--- config.mk ---
export PLATFORM = sky130hd
export DESIGN_NAME = lif_neuron_scheduler
export DESIGN_NICKNAME = d
export VERILOG_FILES = /design/src/rtl/lif_pkg.sv /design/src/rtl/lif_event_fifo.sv /design/src/rtl/lif_neuron_scheduler.sv
export SDC_FILE = /design/constraint.sdc
export NUM_CORES = 1
export LEC_CHECK = 0
export ABC_CLOCK_PERIOD_IN_PS = 7400
export CAP_MARGIN = 5
export CORE_AREA = 2 2 198 103
export DETAILED_ROUTE_END_ITERATION = 10
export DIE_AREA = 0 0 200 105
export PLACE_DENSITY = 0.57
export SLEW_MARGIN = 20
export SYNTH_ARGS = -nofsm -noshare
export SYNTH_HDL_FRONTEND = slang
export SYNTH_SLANG_ARGS = --single-unit
export TNS_END_PERCENT = 10
--- constraint.sdc ---
create_clock -name clk -period 7.4 [get_ports clk]
set_input_delay 1.11 -clock clk [delete_from_list [all_inputs] [get_ports clk]]
set_output_delay 1.11 -clock clk [all_outputs]
set_load 0.05 [all_outputs]
--- src/rtl/lif_pkg.sv ---
// Shared types and constants for the LIF neuron scheduler.
// The optional spike counter is enabled with the LIF_SPIKE_CNT_EN macro.
package lif_pkg;

  typedef enum logic [1:0] {
    StIdle,
    StLoad,
    StUpdate,
    StDone
  } lif_state_e;

  localparam int unsigned DefNeurons = 4;
  localparam int unsigned DefW       = 8;
  localparam int unsigned DefTau     = 2;
  localparam int unsigned DefThresh  = 4;

  // A single neuron still needs a 1-bit index.
  function automatic int unsigned idx_width(input int unsigned n);
    return (n > 1) ? $clog2(n) : 1;
  endfunction

endpackage

--- src/rtl/lif_event_fifo.sv ---
// Synchronous FIFO for spike events. The pointers wrap modulo DEPTH, so DEPTH must be
// a power of 2. A push while full is accepted only when a pop happens in the same cycle.
module lif_event_fifo #(
  parameter int unsigned DEPTH = 4,
  parameter int unsigned DW    = 2
) (
  input  logic                      clk,
  input  logic                      rst_n,
  input  logic                      push_i,
  input  logic [DW-1:0]             data_i,
  input  logic                      pop_i,
  output logic [DW-1:0]             data_o,
  output logic                      full_o,
  output logic                      empty_o,
  output logic [$clog2(DEPTH):0]    count_o
);

  localparam int unsigned AW = $clog2(DEPTH);

  logic [DW-1:0]  mem_q [DEPTH];
  logic [AW-1:0]  wr_ptr_q, rd_ptr_q;
  logic [AW:0]    count_q, count_d;
  logic           push_ok, pop_ok;

  assign empty_o = (count_q == '0);
  assign full_o  = (count_q == (AW+1)'(DEPTH));
  assign pop_ok  = pop_i & ~empty_o;
  assign push_ok = push_i & (~full_o | pop_ok);
  assign data_o  = mem_q[rd_ptr_q];
  assign count_o = count_q;

  always_comb begin
    count_d = count_q;
    unique case ({push_ok, pop_ok})
      2'b10:   count_d = count_q + (AW+1)'(1);
      2'b01:   count_d = count_q - (AW+1)'(1);
      default: count_d = count_q;
    endcase
  end

  // Active-high asynchronous reset.
  always_ff @(posedge clk or posedge rst_n) begin
    if (rst_n) begin
      for (int i = 0; i < DEPTH; i++) mem_q[i] <= '0;
      wr_ptr_q <= '0;
      rd_ptr_q <= '0;
      count_q  <= '0;
    end else begin
      if (push_ok) begin
        mem_q[wr_ptr_q] <= data_i;
        wr_ptr_q        <= wr_ptr_q + AW'(1);
      end
      if (pop_ok) rd_ptr_q <= rd_ptr_q + AW'(1);
      count_q <= count_d;
    end
  end

endmodule

--- src/rtl/lif_neuron_scheduler.sv ---
// Shares one leaky-integrate-and-fire datapath across N_NEURONS neurons and queues
// spike events. Defining LIF_SPIKE_CNT_EN adds the spk_cnt_o total-spike counter.
module lif_neuron_scheduler
  import lif_pkg::*;
#(
  parameter int unsigned N_NEURONS  = DefNeurons,
  parameter int unsigned W          = DefW,
  parameter int unsigned TAU        = DefTau,
  parameter int unsigned THRESH     = DefThresh,
  parameter int unsigned REFRAC     = 8,
  parameter int unsigned FIFO_DEPTH = 4
) (
  input  logic                             clk,
  input  logic                             rst_n,
  input  logic                             tick_i,
  input  logic [N_NEURONS*W-1:0]           isyn_i,
  output logic                             busy_o,
  output logic                             done_o,
  output logic [N_NEURONS-1:0]             spk_vec_o,
  output logic                             spk_valid_o,
  input  logic                             spk_ready_i,
  output logic [idx_width(N_NEURONS)-1:0]  spk_id_o,
  output logic                             drop_o,
  output logic                             tick_miss_o
`ifdef LIF_SPIKE_CNT_EN
  ,
  output logic [15:0]                      spk_cnt_o
`endif
);

  localparam int unsigned IdxW = idx_width(N_NEURONS);
  localparam int unsigned RefW = (REFRAC > 0) ? $clog2(REFRAC + 1) : 1;
  localparam logic [W:0]      ThreshExt = (W+1)'(THRESH);
  localparam logic [RefW-1:0] RefInit   = RefW'(REFRAC);

  lif_state_e           state_q;
  logic [IdxW-1:0]      idx_q;
  logic [W-1:0]         snap_q [N_NEURONS];
  logic [W-1:0]         v_q    [N_NEURONS];
  logic [RefW-1:0]      refr_q [N_NEURONS];
  logic [N_NEURONS-1:0] shadow_q, shadow_d, spk_vec_q;
  logic                 done_q, drop_q, miss_q;

  logic [W-1:0]         v_cur, isyn_cur, v_sat;
  logic [RefW-1:0]      refr_cur;
  logic [W:0]           sum;
  logic                 in_refr, fire;

  logic                 fifo_full, fifo_empty, fifo_pop;
  logic [IdxW-1:0]      fifo_head;
  logic [$clog2(FIFO_DEPTH):0] unused_fifo_count;

  // One neuron update per cycle; W+1 bits catch the overflow before saturating.
  always_comb begin
    v_cur    = v_q[idx_q];
    isyn_cur = snap_q[idx_q];
    refr_cur = refr_q[idx_q];
    sum      = {1'b0, v_cur} - {1'b0, (v_cur >> TAU)} + {1'b0, isyn_cur};
    v_sat    = sum[W] ? '1 : sum[W-1:0];
    in_refr  = (refr_cur != '0);
    fire     = (state_q == StUpdate) && !in_refr && ({1'b0, v_sat} >= ThreshExt);
    shadow_d = shadow_q | ({{(N_NEURONS-1){1'b0}}, fire} << idx_q);
  end

  assign fifo_pop    = spk_valid_o & spk_ready_i;
  assign busy_o      = (state_q != StIdle);
  assign done_o      = done_q;
  assign spk_vec_o   = spk_vec_q;
  assign spk_valid_o = ~fifo_empty;
  assign spk_id_o    = fifo_empty ? '0 : fifo_head;
  assign drop_o      = drop_q;
  assign tick_miss_o = miss_q;

  always_ff @(posedge clk or posedge rst_n) begin
    if (rst_n) begin
      state_q   <= StIdle;
      idx_q     <= '0;
      shadow_q  <= '0;
      spk_vec_q <= '0;
      done_q    <= 1'b0;
      drop_q    <= 1'b0;
      miss_q    <= 1'b0;
      for (int k = 0; k < N_NEURONS; k++) begin
        snap_q[k] <= '0;
        v_q[k]    <= '0;
        refr_q[k] <= '0;
      end
    end else begin
      done_q <= 1'b0;
      if (tick_i && (state_q != StIdle)) miss_q <= 1'b1;
      if (fire && fifo_full && !fifo_pop) drop_q <= 1'b1;
      unique case (state_q)
        StIdle: begin
          if (tick_i) state_q <= StLoad;
        end
        StLoad: begin
          for (int k = 0; k < N_NEURONS; k++) snap_q[k] <= isyn_i[k*W +: W];
          shadow_q <= '0;
          idx_q    <= '0;
          state_q  <= StUpdate;
        end
        StUpdate: begin
          if (in_refr) begin
            refr_q[idx_q] <= refr_cur - RefW'(1);
            v_q[idx_q]    <= '0;
          end else if (fire) begin
            refr_q[idx_q] <= RefInit;
            v_q[idx_q]    <= '0;
          end else begin
            v_q[idx_q]    <= v_sat;
          end
          shadow_q <= shadow_d;
          if (idx_q == IdxW'(N_NEURONS - 1)) begin
            spk_vec_q <= shadow_d;
            done_q    <= 1'b1;
            state_q   <= StDone;
          end else begin
            idx_q <= idx_q + IdxW'(1);
          end
        end
        StDone: begin
          state_q <= StIdle;
        end
        default: state_q <= StIdle;
      endcase
    end
  end

  lif_event_fifo #(
    .DEPTH (FIFO_DEPTH),
    .DW    (IdxW)
  ) u_fifo (
    .clk     (clk),
    .rst_n   (rst_n),
    .push_i  (fire),
    .data_i  (idx_q),
    .pop_i   (fifo_pop),
    .data_o  (fifo_head),
    .full_o  (fifo_full),
    .empty_o (fifo_empty),
    .count_o (unused_fifo_count)
  );

`ifdef LIF_SPIKE_CNT_EN
  logic [15:0] spk_cnt_q;

  // Counts every spike, including ones the full FIFO drops.
  always_ff @(posedge clk or posedge rst_n) begin
    if (rst_n) begin
      spk_cnt_q <= '0;
    end else if (fire && (spk_cnt_q != 16'hFFFF)) begin
      spk_cnt_q <= spk_cnt_q + 16'd1;
    end
  end

  assign spk_cnt_o = spk_cnt_q;
`endif

endmodule
## Word-level counts from Yosys, hierarchy flattened

Index checks and enable logic that the tools add are counted.
W data, S select, Z words.

- Bits in registers: 110
- Bits of input ports: 36
- Word-level logic and storage cells: 122

- Add/sub/neg operators: 8
- Magnitude comparators: 6
- Eq/ne operators: 10
- Shift-type cells: 1
- Mux-type cells: 36
- Bitwise gates (word level): 15
- Reduce and logical (&&, ||, !) cells: 20

Operators by type and width:

| kind | number |
|---|---|
| $mux W32 | 2 |
| $mux W8 | 6 |
| $and A32 B32 Y32 | 1 |
| $bmux W8 S2 | 2 |
| $bwmux W32 | 1 |
| $mux W16 | 2 |
| $not A32 Y32 | 1 |
| $bwmux W16 | 1 |
| $demux W8 S2 | 1 |
| $mux W2 | 7 |
| $and A12 B12 Y12 | 1 |
| $mux W4 | 3 |
| $not A12 Y12 | 1 |
| $add A9 B8 Y9 | 1 |
| $ge A3 B3 Y1 const B | 3 |
| $not A2 Y3 | 3 |
| $sub A8 B6 Y9 | 1 |
| $bmux W4 S2 | 1 |
| $bwmux W8 | 1 |
| $demux W4 S2 | 1 |
| $eq A2 B2 Y1 const B | 4 |
| $ge A8 B3 Y1 const B | 1 |
| $or A4 B4 Y4 | 2 |
| $pmux W2 S4 | 1 |
| 26 further kinds | 48 |

## Depth between registers and ports, before layout

Gate-level depths: netlist of the first run.

- Depth in word-level cells: 12
- Gate-level depth with buffers: 20

## By module

A second synthesis of the first run with hierarchy kept.

- Cell total of the unflattened synthesis: 499
- Area, all modules: 5849.4 µm²

By module, submodules not included:

| module | times used | cells an instance | area each (µm²) | seq. area each (µm²) |
|---|---|---|---|---|
| lif_neuron_scheduler | 1 | 429 | 5012.3 | 2377.3 |
| lif_event_fifo | 1 | 70 | 837.1 | 375.4 |

## Worst setup path before layout of the first run

No wires, ideal clock.

- Kind: flip-flop to flip-flop
- Start point: register idx_q[0]
- End point: register u_fifo.count_q[2], in the netlist u_fifo.count_o[2]
- Library setup time: 90 ps
- Arrival time: 5289 ps
- Path slack: 2022 ps
- Cell stages (with the launch flop): 19
- Path buffers: 3
- Clock period less this slack: 5378 ps
- Path through: dfrtp_1 buf_6 buf_1 mux4_2 ha_1 inv_1 ha_1 fa_1 o21a_1 or4_1 a211oi_1 nand4_1 o31a_4 buf_6 nor2_1 inv_1 fa_1 or4_1 o2111ai_1

- Word-level cells in the longest chain between the ends: 12

RTL lines:

| element | line | text |
|---|---|---|
| start, declared | lif_neuron_scheduler.sv:37 | `logic [IdxW-1:0] idx_q;` |
| start signal, assigned | lif_neuron_scheduler.sv:118 | `idx_q <= idx_q + IdxW'(1);` |
| $not A2 Y3 (implied by the code) * | lif_neuron_scheduler.sv:55, lif_neuron_scheduler.sv:56, lif_neuron_scheduler.sv:57 |  |
| $bmux W8 S2 | lif_neuron_scheduler.sv:55 | `v_cur = v_q[idx_q];` |
| $mux W8 (implied by the code) (2 in a row) | lif_neuron_scheduler.sv:55 |  |
| $sub A8 B6 Y9 | lif_neuron_scheduler.sv:58 | `sum = {1'b0, v_cur} - {1'b0, (v_cur >> TAU)} + {1'b0, isyn_cur};` |
| $add A9 B8 Y9 | lif_neuron_scheduler.sv:58 |  |
| $mux W8 | lif_neuron_scheduler.sv:59 | `v_sat = sum[W] ? '1 : sum[W-1:0];` |
| $ge A8 B3 Y1 | lif_neuron_scheduler.sv:61 | `fire = (state_q == StUpdate) && !in_refr && ({1'b0, v_sat} >= ThreshExt);` |
| $logic_and A1 B1 Y1 * | lif_neuron_scheduler.sv:61 |  |
| $and A1 B1 Y1 * | lif_event_fifo.sv:28 | `assign push_ok = push_i & (~full_o \| pop_ok);` |
| $eq A2 B1 Y1 or $eq A2 B2 Y1 (tied branches) | lif_event_fifo.sv:34 | `unique case ({push_ok, pop_ok})` |
| $pmux W3 S2 or $reduce_bool A2 Y1 (tied branches) | n/a |  |
| end signal, assigned | lif_event_fifo.sv:54 | `count_q <= count_d;` |
| end, declared | lif_event_fifo.sv:22 | `logic [AW:0] count_q, count_d;` |

Every way passes the cells marked *; elsewhere a longest branch is shown, timed or not. The select of a mux whose other input is x is not followed.
A chain may end at the register's enable or synchronous reset.

## Final worst setup path of the first run

Same ends and word-level chain as after synthesis.

==> results of run 1 <==
## layout make-up
class                      instances  area [µm²]
fill                            1844       12400
inverter                          55         209
timing repair buffer              50         494
clock buffer                       9         225
tap                              266         333
clock inverter                     6        81.3
sequential                       110        2750
multi-input combinational        286        2630
## cell usage in the layout, fill, tap and decap left out, types with 3 or more instances in the layout
master / n
fa_1: 7
ha_1: 24
mux2i_1: 3
nand3_1: 15
mux2_2: 27
a2bb2oi_1: 3
nor2_1: 14
nor3_1: 4
mux4_2: 22
o21ai_0: 7
xnor2_1: 5
a21oi_1: 10
buf_4: 3
o2bb2ai_1: 3
and2_1: 28
clkdlybuf4s50_1: 46
nand2_1: 27
mux2_1: 23
a22o_1: 9
nand2b_1: 4
inv_1: 52
clkbuf_16: 9
o21ai_1: 12
nor2b_1: 3
dfrtp_1: 110
## cells in the mapped netlist, types with 4 or more instances
library cell,count
clkbuf_1,10
a21oi_1,10
a22o_1,9
mux2_1,23
buf_1,5
nor2_1,14
and2_1,28
mux2_2,27
ha_1,24
nand2_1,27
fa_1,7
nor3_1,4
nand2b_1,4
mux4_2,22
o21ai_0,7
dfrtp_1,110
inv_1,53
nand3_1,15
o21ai_1,12
xnor2_1,5
## flip-flops by register name (all words and copies together) (netlist names)
name,count
idx_q,2
u_fifo.count_o,3
u_fifo.mem_q,8
drop_o,1
spk_vec_o,4
done_o,1
shadow_q,4
v_q,32
u_fifo.wr_ptr_q,2
refr_q,16
state_q,2
tick_miss_o,1
u_fifo.rd_ptr_q,2
snap_q,32
## cell families (layout without fill, tap and decap cells)
logic type / Yosys count / in the layout / share of synthesized area (%)
AO/OA/AOI/OAI: 64 / 64 / 8.04
XOR/XNOR: 6 / 6 / 0.928
adder cells (fa/ha/maj): 31 / 31 / 7.78
buffers and inverters: 72 / 120 / 5.04
flip-flops: 110 / 110 / 48.6
multiplexers: 75 / 75 / 19.2
AND/OR/NAND/NOR: 110 / 110 / 10.4
## metal layers
layer	GRT usage (%)	wire length (µm)	vias to the layer above
met5	0	0	-
met2	16.2	4930	102
li1	-	-	1715
met3	3.74	765	10
met1	21.3	6960	1924
met4	2.59	99	0
## worst reg2reg max path, cell delays in order, from the launching register on
cell and delay [ns]:
dfrtp_1 0.94, buf_4 0.43, mux4_2 0.59, fa_1 0.56
inv_1 0.05, ha_1 0.40, nor2b_1 0.19, or4_1 0.39
a211oi_1 0.22, nand4_1 0.19, o31a_4 0.42, nor2_1 0.18
inv_1 0.07, fa_1 0.41, or4_1 0.51, o2111ai_1 0.09
## where the power goes
part	switching, mW	total, mW	internal (mW)
clock network	0.232	0.499	0.268
logic	1.06	1.84	0.783
registers	0.145	0.959	0.815
## how the worst min path moves through the flow
stage	endpoint	slack, ns	startpoint	cells past startpoint
final	v_q[4]$_DFFE_PP0P_	0.48	v_q[4]$_DFFE_PP0P_	1
after CTS	v_q[20]$_DFFE_PP0P_	0.49	v_q[20]$_DFFE_PP0P_	1
after global routing	v_q[20]$_DFFE_PP0P_	0.50	v_q[20]$_DFFE_PP0P_	1
after global placement	tick_miss_o$_DFFE_PP0P_	0.44	tick_miss_o$_DFFE_PP0P_	1
after floorplan	v_q[10]$_DFFE_PP0P_	0.45	v_q[10]$_DFFE_PP0P_	1
after detailed placement	drop_o$_DFFE_PP0P_	0.47	drop_o$_DFFE_PP0P_	1
==> impl_metrics.py, run 1 <==
metrics = {
    "global_route": {
        "grt_max_degree": 83,
        "grt_pass1_vias": 3766,
        "grt_pass1_wl_mm": 21.0,
        "antenna_found_initial": 0,
        "grt_usage_pct": 13.0,
        "globalRouteOverflowTotal": 0,
    },
    "sta": {
        "finalHoldViolCount": 0,
        "period_minus_slack_ns": 5.74,
        "setup-violations-final": 0,
        "clock_skew_ns": 0.0176,
        "worst_slack_ns": 1.66,
        "rsz0062_at_grt": "false",
        "tns_ns": 0,
        "maxSlewViolCount": 0,
        "fin_crit_sh_pct": 77.6,
        "hold_slack_ns": 0.482,
        "fmax_mhz": 174,
        "worstMarginPinSlew_ns": 0.989,
        "max_slew_margin_pct": 33.7,
    },
    "clock_tree": {
        "cts_buffer_depth": 2,
        "tritoncts": "built",
        "cts-root-buf": "clkbuf_16",
        "clkTransAtPathRegs_ns": 0.08,
        "postCtsSetupBuffers": 0,
        "insertion_delay_ns": 0.35,
        "holdBufCountCts": 0,
        "numCtsBuffers": 9,
        "h-tree-depth": 3,
        "cts_resized": 0,
        "cts.sinks": 110,
    },
    "layout": {
        "final-instance-count-excl-fill": 782,
        "fin_area_um2": 6720,
        "area.growth.synth_to_final_pct": 18.7,
        "nets": 579,
        "drive_gt1_share_pct": 15.5,
        "final_core_util_pct": 35.1,
        "diodes": 0,
    },
    "synthesis": {
        "syn-num-nets": 535,
        "synth_area_leaders": "dfrtp_1, mux4_2, mux2_2",
        "syn_avg_cell_area_um2": 12.1,
        "synth_ff_type": "dfrtp_1",
        "ys_warn_count": 0,
        "ys_types": 57,
        "synth_top_area_cell": "dfrtp_1",
        "netlist.area_leader.share_pct": 48.6,
        "synth-edff-count": 0,
        "syn-cell-area_um2": 5660,
        "synthArstFlopShare_pct": 100,
        "ys_seq_elements": 110,
        "syn_inst": 468,
        "seq_area_frac_synth_pct": 48.6,
    },
    "critical_path": {
        "slowest_stage": "dfrtp_1",
        "r2r_setup_slack_ns": 1.66,
        "cp_slowest_stage_delay_ns": 0.94,
        "cp-start-kind": "flip-flop",
        "critical_path_buf_inv_count": 3,
        "reg2reg_depth": 15,
        "crit_type": "reg2reg",
        "critical_path.endpoint_type": "flip-flop",
        "crit_chain": "buf_4 > mux4_2 > fa_1 > inv_1 > ha_1 > nor2b_1 > or4_1 > a211oi_1 > nand4_1 > o31a_4 > nor2_1 > inv_1 > fa_1 > or4_1 > o2111ai_1",
        "crit_path_max_fanout": 20,
        "cp_num_cells": 15,
        "cp_top_family": "simple AND/OR/NAND/NOR gates",
        "crit_arrival_ns": 6.01,
        "reg2reg_from": "idx_q[0]$_DFFE_PP0P_",
        "cp.required_ns": 7.67,
        "crit_path_start": "idx_q[0]$_DFFE_PP0P_",
        "critical_path.endpoint": "u_fifo.count_o[2]$_DFFE_PP0P_",
        "timing.rr.end": "u_fifo.count_o[2]$_DFFE_PP0P_",
    },
    "power_and_ir_drop": {
        "power.leakage_nw": 2.90,
        "vdd_drop_max_uv": 279,
        "p_total_mw": 3.30,
        "p_per_area_nw_per_um2": 491,
    },
    "place": {
        "place_area_um2": 6410,
        "portBuffers": 46,
        "gp_congestion": 0.851,
        "pre_cts_slack_ns": 1.64,
        "dp.cells": 767,
        "dp_hpwl_mm": 9.39,
    },
    "floorplan": {
        "start_util_pct": 29.6,
        "chipHeight_um": 105,
        "rows": 36,
        "coreArea_um2": 19100,
        "die_w_um": 200,
        "io_pins": 47,
        "die_area_um2": 21000,
    },
    "route": {
        "drtAntennaViolNets": 0,
        "drc": 0,
        "first_iter_violations": 277,
        "viasPerCell": 4.80,
        "wl_mm": 12.8,
        "vias": 3751,
        "wl_per_cell_um": 16.3,
        "firstDrtPassIters": 5,
    },
    "run": {
        "maxCapViolations": 0,
    },
    "hold_path": {
        "min_path_type": "reg2reg",
    },
    "outcome": {
        "status": "finished, final reports clean",
    },
}
Power figures use the tool's default switching activity.
==> inputs of run 2 (changes only) <==
- ABC_CLOCK_PERIOD_IN_PS: 7400 -> 5250
- PLACE_DENSITY: 0.57 -> 0.59
- clock period: 7.4 -> 5.25 ns (I/O delays scaled with it)
==> impl_metrics.py, run 2 (synthesized netlist as in run 1, its figures left out) <==
metrics = {
    "outcome": {
        "status": "finished, final reports clean",
    },
    "clock_tree": {
        "insertion_delay_ns": 0.36,
        "clkTransAtPathRegs_ns": 0.08,
        "h-tree-depth": 3,
        "cts_buffer_depth": 2,
        "numCtsBuffers": 9,
        "cts.sinks": 110,
        "cts-root-buf": "clkbuf_16",
        "tritoncts": "built",
        "postCtsSetupBuffers": 0,
    },
    "critical_path": {
        "reg2reg_depth": 16,
        "critical_path.endpoint_type": "flip-flop",
        "crit_type": "reg2reg",
        "cp.required_ns": 5.48,
        "r2r_setup_slack_ns": 0.34,
        "crit_chain": "buf_4 > mux4_2 > fa_1 > inv_1 > ha_1 > o21a_1 > or4_1 > a211oi_1 > nand4_1 > o31a_4 > nor2_1 > inv_1 > fa_1 > nand2_1 > a21oi_1 > a2111oi_2",
        "crit_arrival_ns": 5.14,
        "reg2reg_from": "idx_q[0]$_DFFE_PP0P_",
        "cp-start-kind": "flip-flop",
        "slowest_stage": "mux4_2",
        "cp_slowest_stage_delay_ns": 0.56,
        "timing.rr.end": "u_fifo.count_o[1]$_DFFE_PP0P_",
        "crit_path_max_fanout": 8,
    },
    "hold_path": {
        "worstHoldStart": "tick_miss_o$_DFFE_PP0P_",
        "whs_path_depth": 1,
        "min_to": "tick_miss_o$_DFFE_PP0P_",
        "min_path_type": "reg2reg",
    },
    "global_route": {
        "gr-max-usage-layer": "met1",
        "use_met1_pct": 21.5,
        "grt_pass1_wl_mm": 20.9,
        "grtUsageMet3_pct": 3.20,
        "globalRouteOverflowTotal": 0,
        "use_met2_pct": 16.5,
        "antenna_found_initial": 0,
        "grt_max_degree": 86,
        "grt_usage_pct": 13.0,
        "grt_pass1_vias": 3812,
    },
    "route": {
        "vias": 3762,
        "viasPerCell": 4.77,
        "first_iter_violations": 295,
        "firstDrtPassIters": 4,
        "wl_mm": 12.8,
        "wl_per_cell_um": 16.3,
        "drtAntennaViolNets": 0,
        "drc": 0,
    },
    "sta": {
        "setup-violations-final": 0,
        "fmax_mhz": 204,
        "maxSlewViolCount": 0,
        "tns_ns": 0,
        "hold_slack_ns": 0.471,
        "clock_skew_ns": 0.0152,
        "period_minus_slack_ns": 4.91,
        "max_slew_margin_pct": 49.4,
        "fin_crit_sh_pct": 93.4,
        "rsz0062_at_grt": "false",
        "worstMarginPinSlew_ns": 0.759,
        "finalHoldViolCount": 0,
    },
    "place": {
        "place_area_um2": 6450,
        "gp_congestion": 0.884,
        "dp_hpwl_mm": 9.73,
        "dp.cells": 772,
        "portBuffers": 46,
    },
    "layout": {
        "reg_top3": "snap_q x32, v_q x32, refr_q x16",
        "nets": 584,
        "final_common_cell": "dfrtp_1",
        "drive_gt1_share_pct": 16.7,
        "fillers": 1881,
        "seq_area_um2": 2750,
        "final-instance-count-excl-fill": 788,
        "fin_area_um2": 6760,
        "diodes": 0,
        "area.growth.synth_to_final_pct": 19.3,
        "layout_common_cells": "dfrtp_1, inv_1, clkdlybuf4s50_1",
        "multiInputGateArea_um2": 2630,
    },
    "floorplan": {
        "chipHeight_um": 105,
        "rows": 36,
        "io_pins": 47,
        "die_w_um": 200,
        "start_util_pct": 29.6,
        "die_area_um2": 21000,
        "coreArea_um2": 19100,
    },
    "power_and_ir_drop": {
        "p_per_area_nw_per_um2": 685,
        "power.leakage_nw": 2.92,
        "vdd_drop_max_uv": 300,
        "p_total_mw": 4.63,
    },
    "run": {
        "maxCapViolations": 0,
    },
}
-- run 2: cell count changes in the layout (fill, tap and decap cells not counted) --
cell       before  now
buf_4           3    8
bufinv_16       1    0
clkinv_2        0    1
clkinv_8        1    2
dfrtp_1       110  109
dfrtp_2         0    1
inv_4           1    0
inv_6           2    1
inv_8           0    2
-- run 2: report_power, final --
part	total, mW	switching [mW]	internal (mW)
Sequential	1.34	0.192	1.15
Combinational	2.60	1.47	1.13
Clock	0.683	0.345	0.338
Total	4.63	2.01	2.62
-- run 2: metrics by stage --
step | setup slack (ns) | utilization, %
3_5_place_dp | 0.288 | 33.7
6_report | 0.344 | 35.3
5_1_grt | 0.0209 | 35.3
3_3_place_gp | 0.390 | 33.7
2_1_floorplan | 0.150 | -
4_1_cts | 0.231 | 35.3
-- run 2: critical path: cells and delay by family, from the launching register on --
kind                     cells  cell delay (ns)
AO/OA/AOI/OAI                5             1.11
flip-flops                   1             0.46
adder cells (fa/ha/maj)      3             1.39
buffers and inverters        3             0.38
AND/OR/NAND/NOR              4             0.86
multiplexers                 1             0.56
-- run 2: worst max-delay path by stage --
| stage | from | endpoint | slack (ns) | cells past startpoint |
|---|---|---|---|---|
| floorplan | idx_q[0]$_DFFE_PP0P_ | u_fifo.count_o[2]$_DFFE_PP0P_ | 0.15 | 18 |
| global placement | idx_q[0]$_DFFE_PP0P_ | u_fifo.count_o[2]$_DFFE_PP0P_ | 0.39 | 14 |
| detailed placement | idx_q[0]$_DFFE_PP0P_ | u_fifo.count_o[2]$_DFFE_PP0P_ | 0.29 | 14 |
| CTS | idx_q[0]$_DFFE_PP0P_ | u_fifo.count_o[1]$_DFFE_PP0P_ | 0.23 | 15 |
| global route | idx_q[0]$_DFFE_PP0P_ | u_fifo.count_o[1]$_DFFE_PP0P_ | 0.02 | 15 |
| finish | idx_q[0]$_DFFE_PP0P_ | u_fifo.count_o[1]$_DFFE_PP0P_ | 0.34 | 16 |
-- run 2: what timing repair did --
item | 4_1_cts | 5_1_grt
endpoints found under the setup margin | 0 | 2
hold buffers | 0 | 0
gates resized for setup | 0 | 2
-- run 2: layout make-up --
type                    instances  share of cell area (%)
inverters                      55                    3.13
clock inverters                 7                    1.15
clock buffers                   9                    3.33
repair buffers                 55                    7.87
flip-flops and latches        110                    40.8
well taps                     266                    4.93
multi-input cells             286                    38.8
-- run 2: metal layers --
layer / wire, µm / vias to the layer above
met5: 0 / -
met2: 4950 / 95
li1: - / 1726
met4: 86 / 0
met1: 6980 / 1933
met3: 797 / 8
==> inputs of run 3 (changes only) <==
- CELL_PAD_IN_SITES_DETAIL_PLACEMENT: not set -> 1
- CELL_PAD_IN_SITES_GLOBAL_PLACEMENT: not set -> 2
- PLACE_DENSITY: 0.59 -> 0.75
==> impl_metrics.py, run 3 (synthesized netlist as in run 1, its figures left out) <==
metrics = {
    "critical_path": {
        "crit_path_max_fanout": 8,
        "cp-start-kind": "flip-flop",
        "crit_arrival_ns": 5.16,
        "critical_path.endpoint_type": "flip-flop",
        "crit_type": "reg2reg",
        "cp.required_ns": 5.51,
    },
    "clock_tree": {
        "tritoncts": "built",
        "clkTransAtPathRegs_ns": 0.08,
        "numCtsBuffers": 9,
        "cts_buffer_depth": 2,
        "holdBufCountCts": 0,
        "postCtsSetupBuffers": 0,
        "h-tree-depth": 3,
        "cts_resized": 0,
        "insertion_delay_ns": 0.35,
        "cts.sinks": 110,
        "cts-root-buf": "clkbuf_16",
    },
    "route": {
        "wl_per_cell_um": 17.8,
        "drc": 0,
        "firstDrtPassIters": 4,
        "wl_mm": 14.0,
        "viasPerCell": 4.77,
        "first_iter_violations": 150,
        "drtAntennaViolNets": 0,
        "vias": 3765,
    },
    "global_route": {
        "antenna_found_initial": 0,
        "grt_usage_pct": 14.5,
        "grt_pass1_wl_mm": 23.7,
        "globalRouteOverflowTotal": 0,
        "grt_max_degree": 69,
        "grt_pass1_vias": 4269,
    },
    "floorplan": {
        "rows": 36,
        "die_w_um": 200,
        "io_pins": 47,
        "die_area_um2": 21000,
        "chipHeight_um": 105,
        "start_util_pct": 29.6,
        "coreArea_um2": 19100,
    },
    "sta": {
        "fmax_mhz": 204,
        "worstMarginPinSlew_ns": 0.863,
        "maxSlewViolCount": 0,
        "rsz0062_at_grt": "false",
        "setup-violations-final": 0,
        "tns_ns": 0,
        "hold_slack_ns": 0.459,
        "finalHoldViolCount": 0,
        "max_slew_margin_pct": 42.5,
        "clock_skew_ns": 0.0137,
        "period_minus_slack_ns": 4.90,
        "fin_crit_sh_pct": 93.3,
        "worst_slack_ns": 0.350,
    },
    "layout": {
        "final-instance-count-excl-fill": 789,
        "fin_area_um2": 6740,
        "final_common_cell": "dfrtp_1",
        "nets": 584,
        "drive_gt1_share_pct": 16.3,
        "reg_top3": "snap_q x32, v_q x32, refr_q x16",
        "final_core_util_pct": 35.2,
        "area.growth.synth_to_final_pct": 19.1,
        "layout_common_cells": "dfrtp_1, inv_1, clkdlybuf4s50_1",
    },
    "run": {
        "maxCapViolations": 0,
    },
    "power_and_ir_drop": {
        "p_per_area_nw_per_um2": 700,
        "power.leakage_nw": 2.92,
        "p_total_mw": 4.72,
        "vdd_drop_max_uv": 238,
    },
    "place": {
        "portBuffers": 46,
        "place_area_um2": 6450,
        "pre_cts_slack_ns": 0.332,
        "gp_congestion": 0.789,
        "dp.cells": 772,
        "dp_hpwl_mm": 10.6,
    },
    "hold_path": {
        "min_path_type": "reg2reg",
    },
    "outcome": {
        "status": "finished, final reports clean",
    },
}
[run 3: cell count changes in the layout (fill, tap and decap cells not counted), sizes merged]
cell / before / now
diode: 0 / 1
clkinvlp: 0 / 1
inv: 56 / 57
clkbuf: 9 / 10
clkinv: 6 / 3
[run 3: power breakdown]
group | internal, mW | total, mW | switching [mW]
registers | 1.15 | 1.35 | 0.205
logic | 1.12 | 2.68 | 1.56
clock network | 0.337 | 0.682 | 0.346
total | 2.61 | 4.72 | 2.11
[run 3: path summary, 6_finish.rpt]
kind	startpoint	end	slack, ns	cells after the start
min in group asynchronous	rst_n	spk_vec_o[2]$_DFFE_PP0P_	0.95	2
setup reg to reg	idx_q[0]$_DFFE_PP0P_	u_fifo.count_o[2]$_DFFE_PP0P_	0.35	16
max in group asynchronous	rst_n	u_fifo.count_o[2]$_DFFE_PP0P_	3.19	3
hold reg to reg	tick_miss_o$_DFFE_PP0P_	tick_miss_o$_DFFE_PP0P_	0.46	1
hold / removal	tick_miss_o$_DFFE_PP0P_	tick_miss_o$_DFFE_PP0P_	0.46	1
setup / recovery	idx_q[0]$_DFFE_PP0P_	u_fifo.count_o[2]$_DFFE_PP0P_	0.35	16
[run 3: critical path, stage by stage, from the launching register on]
cell       delay [ns]
dfrtp_1          0.42
buf_4            0.24
mux4_2           0.54
ha_1             0.30
inv_1            0.04
ha_1             0.21
fa_1             0.43
o21a_1           0.22
or4_1            0.47
a211oi_1         0.21
nand4_1          0.17
o31a_4           0.31
nor2_1           0.15
inv_1            0.07
fa_1             0.42
or4_1            0.52
o2111ai_1        0.09
[run 3: routing by layer]
metal  track usage (%)  part of all wire [%]  up-vias
met5                 0                     0        -
met3              3.10                   3.1       10
li1                  -                     -     1728
met2              20.0                    40       60
met1              23.1                    56     1967
met4              2.70                  0.75        0
[run 3: area by class of cell]
class	count	area, µm²
Antenna cell	1	2.50
Clock buffer	10	229
Clock inverter	6	63.8
Fill cell	2056	12400
Inverter	55	209
Multi-Input combinational cell	286	2630
Sequential cell	110	2750
Tap cell	266	333
Timing Repair Buffer	55	528
